`src/rtl/alu_pkg.sv`:
```
// rtl/alu_pkg.sv - opcode, state and width definitions shared by the alu_seq slice
package alu_pkg;

    localparam int OPW = 4;

    typedef enum logic [OPW-1:0] {
        OP_ADD   = 4'd0,
        OP_SUB   = 4'd1,
        OP_NOT   = 4'd2,
        OP_AND   = 4'd3,
        OP_OR    = 4'd4,
        OP_XOR   = 4'd5,
        OP_SLT   = 4'd6,
        OP_EQ    = 4'd7,
        OP_SLTU  = 4'd8,
        OP_SLL   = 4'd9,
        OP_SRL   = 4'd10,
        OP_SRA   = 4'd11,
        OP_MUL   = 4'd12,
        OP_RSV13 = 4'd13,
        OP_RSV14 = 4'd14,
        OP_RSV15 = 4'd15
    } alu_op_e;

    typedef enum logic [1:0] {
        ST_IDLE = 2'd0,
        ST_MUL  = 2'd1,
        ST_DONE = 2'd2
    } alu_state_e;

endpackage

```
`src/rtl/alu_seq_if.sv`:
```
// rtl/alu_seq_if.sv - request/result handshake bundle between operand stage, ALU and write-back
interface alu_seq_if #(parameter int WIDTH = 8);

    logic                     in_valid;
    logic                     in_ready;
    logic [WIDTH-1:0]         a;
    logic [WIDTH-1:0]         b;
    logic [alu_pkg::OPW-1:0]  func;
    logic                     out_valid;
    logic                     out_ready;
    logic [WIDTH-1:0]         out;
    logic                     zero;
    logic                     overflow;
    logic                     carry_out;

    modport master (
        output in_valid, a, b, func, out_ready,
        input  in_ready, out_valid, out, zero, overflow, carry_out
    );

    modport slave (
        input  in_valid, a, b, func, out_ready,
        output in_ready, out_valid, out, zero, overflow, carry_out
    );

endinterface

```
`src/rtl/alu_addsub.sv`:
```
// rtl/alu_addsub.sv - shared combinational adder/subtractor with carry and signed overflow
module alu_addsub #(
    parameter int WIDTH = 8
) (
    input  logic [WIDTH-1:0] a,
    input  logic [WIDTH-1:0] b,
    input  logic             sub,
    output logic [WIDTH-1:0] sum,
    output logic             carry,
    output logic             ovf
);

    logic [WIDTH-1:0] bEff;

    // Subtraction is a + ~b + 1, so carry = 1 means no borrow.
    always_comb begin
        bEff         = sub ? ~b : b;
        {carry, sum} = {1'b0, a} + {1'b0, bEff} + {{WIDTH{1'b0}}, sub};
        ovf          = (a[WIDTH-1] == bEff[WIDTH-1]) && (sum[WIDTH-1] != a[WIDTH-1]);
    end

endmodule

```
`src/rtl/alu_seq.sv`:
```
// rtl/alu_seq.sv - handshaked ALU with registered results and an iterative shift-add multiplier
module alu_seq
    import alu_pkg::*;
#(
    parameter int WIDTH = 8,
    parameter int SHW   = $clog2(WIDTH)
) (
    input logic     clk,
    input logic     rst_n,
    alu_seq_if.slave bus
);

    localparam logic [1:0] S_IDLE = ST_IDLE;
    localparam logic [1:0] S_MUL  = ST_MUL;
    localparam logic [1:0] S_DONE = ST_DONE;

    logic [1:0]         state;
    alu_op_e            op;
    logic               asSub;
    logic [WIDTH-1:0]   asSum;
    logic               asCarry;
    logic               asOvf;
    logic [SHW-1:0]     sh;
    logic [WIDTH-1:0]   res;
    logic               resOvf;
    logic               resCarry;
    logic               accept;

    logic [2*WIDTH-1:0] acc;
    logic [2*WIDTH-1:0] mcand;
    logic [WIDTH-1:0]   mplier;
    logic [SHW-1:0]     cnt;
    logic               mulFlush;

    logic [WIDTH-1:0]   outR;
    logic               zeroR;
    logic               ovfR;
    logic               carryR;

    assign op     = alu_op_e'(bus.func);
    assign asSub  = (op != OP_ADD);
    assign sh     = bus.b[SHW-1:0];
    assign accept = bus.in_valid & bus.in_ready;

    // One adder serves ADD, SUB and all three compares.
    alu_addsub #(.WIDTH(WIDTH)) uAddSub (
        .a     (bus.a),
        .b     (bus.b),
        .sub   (asSub),
        .sum   (asSum),
        .carry (asCarry),
        .ovf   (asOvf)
    );

    always_comb begin
        res      = '0;
        resOvf   = 1'b0;
        resCarry = 1'b0;
        case (op)
            OP_ADD, OP_SUB: begin
                res      = asSum;
                resOvf   = asOvf;
                resCarry = asCarry;
            end
            OP_NOT:  res = ~bus.a;
            OP_AND:  res = bus.a & bus.b;
            OP_OR:   res = bus.a | bus.b;
            OP_XOR:  res = bus.a ^ bus.b;
            OP_SLT:  res = {{(WIDTH-1){1'b0}}, asSum[WIDTH-1] ^ asOvf};
            OP_EQ:   res = {{(WIDTH-1){1'b0}}, asSum == '0};
            OP_SLTU: res = {{(WIDTH-1){1'b0}}, ~asCarry};
            OP_SLL:  res = bus.a << sh;
            OP_SRL:  res = bus.a >> sh;
            OP_SRA:  res = WIDTH'($signed(bus.a) >>> sh);
            default: res = '0;
        endcase
    end

    assign bus.in_ready  = (state == S_IDLE) || ((state == S_DONE) && bus.out_ready);
    assign bus.out_valid = (state == S_DONE);
    assign bus.out       = outR;
    assign bus.zero      = zeroR;
    assign bus.overflow  = ovfR;
    assign bus.carry_out = carryR;

    always_ff @(posedge clk or negedge rst_n) begin
        if (!rst_n) begin
            state    <= S_IDLE;
            acc      <= '0;
            mcand    <= '0;
            mplier   <= '0;
            cnt      <= '0;
            mulFlush <= 1'b0;
            outR     <= '0;
            zeroR    <= 1'b1;
            ovfR     <= 1'b0;
            carryR   <= 1'b0;
        end else begin
            case (state)
                S_MUL: begin
                    // The final cycle after the last bit only writes the finished product.
                    if (mulFlush) begin
                        state  <= S_DONE;
                        outR   <= acc[WIDTH-1:0];
                        zeroR  <= (acc[WIDTH-1:0] == '0);
                        ovfR   <= 1'b0;
                        carryR <= |acc[2*WIDTH-1:WIDTH];
                    end else begin
                        if (mplier[0]) acc <= acc + mcand;
                        mcand  <= mcand << 1;
                        mplier <= mplier >> 1;
                        if (cnt == SHW'(WIDTH-1)) mulFlush <= 1'b1;
                        else                      cnt      <= cnt + 1'b1;
                    end
                end
                default: begin
                    if (accept) begin
                        if (op == OP_MUL) begin
                            state    <= S_MUL;
                            acc      <= '0;
                            cnt      <= '0;
                            mulFlush <= 1'b0;
                            mcand    <= {{WIDTH{1'b0}}, bus.a};
                            mplier   <= bus.b;
                        end else begin
                            state  <= S_DONE;
                            outR   <= res;
                            zeroR  <= (res == '0);
                            ovfR   <= resOvf;
                            carryR <= resCarry;
                        end
                    end else if ((state == S_DONE) && bus.out_ready) begin
                        state <= S_IDLE;
                    end
                end
            endcase
        end
    end

endmodule

```
`src/flat_wrapper.sv`:
```
// flat-port wrapper written by rule: the top's interface ports become plain ports
module alu_seq_flat import alu_pkg::*;
#(
    parameter int WIDTH = 8,
    parameter int SHW   = $clog2(WIDTH)
)
  (clk, rst_n, bus_in_valid, bus_a, bus_b, bus_func, bus_out_ready, bus_in_ready, bus_out_valid, bus_out, bus_zero, bus_overflow, bus_carry_out);
  alu_seq_if #(.WIDTH(WIDTH)) bus_i ();
  input logic clk;
  input logic rst_n;
  input wire logic [$bits(bus_i.in_valid)-1:0] bus_in_valid;
  input wire logic [$bits(bus_i.a)-1:0] bus_a;
  input wire logic [$bits(bus_i.b)-1:0] bus_b;
  input wire logic [$bits(bus_i.func)-1:0] bus_func;
  input wire logic [$bits(bus_i.out_ready)-1:0] bus_out_ready;
  output wire logic [$bits(bus_i.in_ready)-1:0] bus_in_ready;
  output wire logic [$bits(bus_i.out_valid)-1:0] bus_out_valid;
  output wire logic [$bits(bus_i.out)-1:0] bus_out;
  output wire logic [$bits(bus_i.zero)-1:0] bus_zero;
  output wire logic [$bits(bus_i.overflow)-1:0] bus_overflow;
  output wire logic [$bits(bus_i.carry_out)-1:0] bus_carry_out;
  assign bus_i.in_valid = bus_in_valid;
  assign bus_i.a = bus_a;
  assign bus_i.b = bus_b;
  assign bus_i.func = bus_func;
  assign bus_i.out_ready = bus_out_ready;
  assign bus_in_ready = bus_i.in_ready;
  assign bus_out_valid = bus_i.out_valid;
  assign bus_out = bus_i.out;
  assign bus_zero = bus_i.zero;
  assign bus_overflow = bus_i.overflow;
  assign bus_carry_out = bus_i.carry_out;
  alu_seq #(.WIDTH(WIDTH), .SHW(SHW)) u_core (.clk(clk), .rst_n(rst_n), .bus(bus_i));
endmodule
```
`config.mk`:
```
export PLATFORM = sky130hd
export DESIGN_NAME = alu_seq_flat
export DESIGN_NICKNAME = d
export VERILOG_FILES = /design/src/rtl/alu_pkg.sv /design/src/rtl/alu_seq_if.sv /design/src/rtl/alu_addsub.sv /design/src/rtl/alu_seq.sv /design/src/flat_wrapper.sv
export SDC_FILE = /design/constraint.sdc
export NUM_CORES = 1
export LEC_CHECK = 0
export ABC_AREA = 0
export CORE_MARGIN = 4
export CORE_UTILIZATION = 61
export CTS_BUF_LIST = sky130_fd_sc_hd__clkbuf_8
export DETAILED_ROUTE_END_ITERATION = 10
export PLACE_DENSITY = 0.83
export SLEW_MARGIN = 15
export SYNTH_ARGS = -nofsm -noshare
export SYNTH_HDL_FRONTEND = slang
export SYNTH_SLANG_ARGS = --single-unit
```
`constraint.sdc`:
```
create_clock -name clk -period 3.2 [get_ports clk]
set_input_delay 0.64 -clock clk [delete_from_list [all_inputs] [get_ports clk]]
set_output_delay 0.64 -clock clk [all_outputs]
set_load 0.05 [all_outputs]
```
======== Word-level counts from Yosys, hierarchy flattened ========
Cells that the tools add are included.
storage, ports and cells
  bits in registers ....................... 57
  logic and storage cells ................. 115
  bits of input ports ..................... 24
cells by class
  equality and inequality tests ........... 22
  muxes and demuxes ....................... 48
  bitwise operators ....................... 8
  reduce and logical (&&, ||, !) cells .... 20
  add/subtract/negate cells ............... 4
  shifts and indexed selects .............. 3
operators with widths
  operator                                                          number
  16-bit 2-to-1 mux                                                 9
  8-bit case mux with 11 select lines                               1
  8-bit 2-to-1 mux                                                  9
  8-bit logical NOT                                                 3
  4-bit == test (second input constant)                             5
  1-bit 2-to-1 mux                                                  19
  16-bit adder                                                      1
  4-bit by 3-bit == test with 1-bit output (second input constant)  4
  8-bit NOT                                                         2
  3-bit 2-to-1 mux                                                  5
  2-bit 2-to-1 mux                                                  5
  8-bit by 8-bit adder with 9-bit output                            1
  9-bit by 1-bit adder with 9-bit output                            1
  8-bit AND                                                         1
  4-bit by 2-bit == test with 1-bit output (second input constant)  2
  8-bit OR                                                          1
  4-bit AND reduction                                               2
  8-bit OR reduction                                                1
  8-bit by 3-bit << shifter with 8-bit output                       1
  8-bit by 3-bit right shift with 8-bit output                      1
  8-bit by 3-bit >>> shifter with 8-bit output                      1
  8-bit bitwise XOR                                                 1
  2-bit != test (second input constant)                             3
  3-bit AND reduction                                               2
  20 further kinds                                                  24

======== Logic depth before layout (Yosys ltp) ========
  word-level depth ........................ 12
  mapped depth ............................ 14

======== Hierarchy ========
Synthesis repeated with hierarchy kept, for this count alone.
unflattened totals
  cells, all modules ...................... 603
  area, all modules ....................... 4936.0 um2
by module, submodules not included
  module      cells each  instances  area an instance (um2)
  alu_seq     543         1          4465.5
  alu_addsub  60          1          470.5

======== Worst setup path before layout ========
Ideal clock, no wire load.
  kind .................................... input -> register
  from .................................... input bus_func[0]
  to ...................................... register u_core.zeroR, in the netlist u_core.bus.zero
  required time ........................... 3.109 ns
  path slack .............................. -0.978 ns
  stages .................................. 12
  data arrival time ....................... 4.087 ns
  buffers on the path ..................... 2
  cell sequence ........................... clkbuf_1 > clkbuf_1 > nor4_2 > xnor2_1 > fa_1 > a21o_1 > a21oi_1 > xnor2_1 > a2111oi_0 > nand3_1 > or4_1 > o31ai_1
on the way
  cells in the longest elaborated chain, start to end .. 12
  elaborated cells between the ends (all ways) .. 31
  those cells by class .................... 2 x add/sub; 15 x eq/ne; 5 x mux; 2 x bitwise; 7 x reduce/logical
RTL lines
  item                                    RTL line            RTL
  start, declared                         flat_wrapper.sv:14  input wire logic [$bits(bus_i.func)-1:0] bus_func;
  4-bit nonzero test                      alu_seq.sv:41       assign asSub = (op != OP_ADD);
  8-bit 2-to-1 mux                        alu_addsub.sv:17    bEff = sub ? ~b : b;
  8-bit by 8-bit adder with 9-bit output  alu_addsub.sv:18    {carry, sum} = {1'b0, a} + {1'b0, bEff} + {{WIDTH{1'b0}}, sub};
  9-bit by 1-bit adder with 9-bit output  alu_addsub.sv:18
  1-bit != test                           alu_addsub.sv:19    ovf = (a[WIDTH-1] == bEff[WIDTH-1]) && (sum[WIDTH-1] != a[WIDTH-1]);
  1-bit logical AND                       alu_addsub.sv:19
  1-bit bitwise XOR                       alu_seq.sv:69       OP_SLT: res = {{(WIDTH-1){1'b0}}, asSum[WIDTH-1] ^ asOvf};
  8-bit case mux with 11 select lines     alu_seq.sv:59       case (op)
  8-bit logical NOT                       alu_seq.sv:128      zeroR <= (res == '0);
  1-bit 2-to-1 mux                        alu_seq.sv:118      if (op == OP_MUL) begin
  1-bit 2-to-1 mux                        alu_seq.sv:117      if (accept) begin
  1-bit 2-to-1 mux                        alu_seq.sv:99       case (state)
  end signal, assigned                    alu_seq.sv:105      zeroR <= (acc[WIDTH-1:0] == '0);
  end signal, assigned                    alu_seq.sv:128
  end, declared                           alu_seq.sv:36       logic zeroR;
Parallel ways exist; a longest one is shown, timed or not. The select of a mux whose other input is x is not followed.
A chain may end at the register's enable or synchronous reset.

======== Worst setup path after layout ========
  from .................................... input bus_func[3]
  to ...................................... register u_core.zeroR, in the netlist u_core.bus.zero
Same word-level chain as after synthesis.

==> reports/results.tsv <==
metric	value	unit
Post-synth EDFFs	0	
Synth top area share	0.295	
worst path bufs/invs	3	
number of synthesized register bits	57	
Via-to-Cell Ratio	6.36	
Worst R2R End	u_core.acc[12]	
drt drc	0	
FILL cells	466	
GP Congestion	1.00	
PnR Total Power	2.01	mW
worst-path fanout max	3	
Ant. Diodes	0	
Slew Limit Fails	0	
Post-DRT Antenna Nets	0	
worst-margin pin slew	0.844	ns
die area	9280	µm²
Hold WC Path Type	input port to async pin	
Peak Freq	295	MHz
Multi-input gate area	3340	µm²
status	finished with violations	
I/O pins	37	
Clock Tree Buf Depth	2	
Post-layout nets	746	
Worst R2R Start	u_core.mcand[0]	
Synth cell types	65	
Cell Area, Synth	4760	µm²
top cells by area, synth	dfrtp_1 29%, ha_1 11%, nand2_1 6.2%, a21oi_1 5.8%, o21ai_0 5.0%	
Setup Viol. Count Final	3	
GRT met1 Usage	0.460	
min Tclk post-route	3.39	ns
CTS clk-pin slew, worst paths	0.07	ns
Worst VDD drop	0.330	mV
pwr dens	325	nW/µm²
clk_lat worst skew	0.34	ns
final wirelength	15000	µm
most frequent cells after synthesis	78 x nand2_1, 56 x dfrtp_1, 55 x a21oi_1, 53 x nor2_1, 48 x o21ai_0	
via count	4971	
# hold bufs at CTS	0	
Slowest cell on crit path	or4_4	
slack of the critical path	-0.190	ns
skew final	0.00925	ns
crit path cell chain	buf_6 > or4_4 > nor2_4 > a21oi_2 > fa_2 > a21o_1 > a21oi_4 > o21bai_1 > a21oi_1 > xor2_1 > buf_4 > nand4bb_4 > o311ai_4 > buf_4 > o31ai_4	
Startpoint Class	input port	
Detailed Routing Iterations Pass 1	5	
failing checks	negative setup slack	
grt ovf	0	
WS Path Type	input port to flip-flop	
Syn-to-layout area delta	30.1	%
Static Leak	2.88	nW
max capacitance violation total	0	
global-route usage over all layers	0.331	
Max-Slew Margin vs Limit	0.437	
first-pass GRT wire length	23200	µm
register area	1430	µm²
Worst path max stage delay	0.54	ns
post-DP HPWL	10800	µm
most common cell in the netlist	nand2_1	
IO buf count	36	
period utilisation layout	1.06	
Avg WL per Cell	19.2	µm
cells after synthesis	581	
area leader, netlist	dfrtp_1	
Mapped Nets	649	
Post-Layout Cell Count	781	
YS warnings	0	
CTS sink count	57	
Detailed Route Iter0 Violations	456	
Mean Syn Cell Area	8.19	µm²
R2R depth	10	
total CTS buffers	9	
largest net degree at the start of global routing	48	
RSZ-0062 raised after global routing	yes	
post-synthesis sequential area ratio	0.300	
Die Wd	96.3	µm
root buf cell	clkbuf_8	
CTS HTree Levels	3	
CTS tree	built	
ys flop type	dfrtp_1	
Req. time, crit path	3.45	ns
vias in the first global route	4649	
die span in y	96.3	µm
placed insts	755	
met2 Track Usage GR	0.511	
Hold Vio Cnt, Final	0	
Top delay family on crit path	compound AO/OA/AOI/OAI gates	
grt peak-use layer	met2	
CP endpoint kind	flip-flop	
Reg2Reg Setup Slack	0.32	ns
initial core utilization	0.642	
worst slack at placement	-0.870	ns
Worst Path Arrival	3.64	ns
Async S/R FF share, synth	1.00	
initial antenna violation count	0	
Rows	31	
layout cells sized above 1	0.213	
GRT met3 Usage	0.0704	
Crit path top cell by count	buf_4	
Placeable Area	7410	µm²
-- layout make-up --
cell class / instances / share of cell area
Clock inverter: 2 / 0.00566
Inverter: 23 / 0.0139
Tap cell: 99 / 0.0200
Multi-Input combinational cell: 468 / 0.540
Sequential cell: 57 / 0.231
Clock buffer: 13 / 0.0289
Timing Repair Buffer: 119 / 0.161
-- power breakdown --
| group | switching, mW | internal [mW] |
|---|---|---|
| sequential | 0.00494 | 0.726 |
| clock | 0.294 | 0.439 |
| combinational | 0.283 | 0.266 |
-- cell usage in the layout (no fill, tap or decap), drive strengths merged, types with 7 or more instances in the layout --
| cell | instances |
|---|---|
| buf | 89 |
| nand2 | 78 |
| dfrtp | 56 |
| a21oi | 55 |
| nor2 | 53 |
| o21ai | 51 |
| ha | 42 |
| clkdlybuf4s50 | 30 |
| inv | 23 |
| xnor2 | 20 |
| clkbuf | 13 |
| mux2i | 11 |
| a21o | 10 |
| a22o | 9 |
| nand3 | 8 |
| nor4 | 7 |
-- worst max-delay path by stage --
stage / from / end / slack [ns] / cells past startpoint
finish: bus_func[3] / u_core.bus.zero / -0.19 / 15
global route: bus_func[1] / u_core.bus.zero / -0.23 / 15
CTS: bus_func[3] / u_core.bus.zero / -0.10 / 12
detailed placement: bus_func[1] / u_core.bus.zero / -0.87 / 12
global placement: bus_func[1] / u_core.bus.zero / -0.69 / 12
floorplan: bus_func[0] / u_core.bus.zero / -0.35 / 13
-- sequential cells by signal, indices dropped and copies added (netlist names) --
register / count
u_core.mplier: 8
u_core.acc: 16
u_core.mcand: 16
u_core.bus.overflow: 1
u_core.bus.out: 8
u_core.bus.zero: 1
u_core.state: 2
u_core.mulFlush: 1
u_core.cnt: 3
u_core.bus.carry_out: 1
-- metrics by stage --
| stage | TNS [ns] | util | instance area (µm²) | hold WS [ns] |
|---|---|---|---|---|
| 5_1_grt | -0.670 | 0.836 | 6190 | 0.441 |
| 6_report | -0.479 | 0.836 | 6190 | 0.396 |
| 3_3_place_gp | -4.46 | 0.775 | 5740 | 0.464 |
| 4_1_cts | -0.177 | 0.816 | 6050 | 0.421 |
| 2_1_floorplan | -0.546 | - | 4860 | 0.344 |
| 3_5_place_dp | -5.42 | 0.775 | 5740 | 0.474 |
-- cell families after synthesis --
group	Yosys count	share of synthesized area
and+or+nand+nor	194	0.192
muxes	19	0.0515
buffers and inverters	56	0.0455
adders and majority gates	44	0.119
DFF	57	0.300
xor gates and xnor gates	25	0.0460
AOI/OAI and AO/OA	186	0.246
-- per-layer routing --
| metal | vias to the layer above | routed length (µm) |
|---|---|---|
| met5 | - | 0 |
| met4 | 0 | 517 |
| met3 | 51 | 1280 |
| met2 | 278 | 6850 |
| met1 | 2342 | 6320 |
| li1 | 2300 | - |
-- repair_timing --
item,in CTS,in global routing
buffers inserted,7,5
resized for setup,28,13
endpoints found under the setup margin,9,5
pin swaps,17,20
Power figures use the tool's default switching activity.
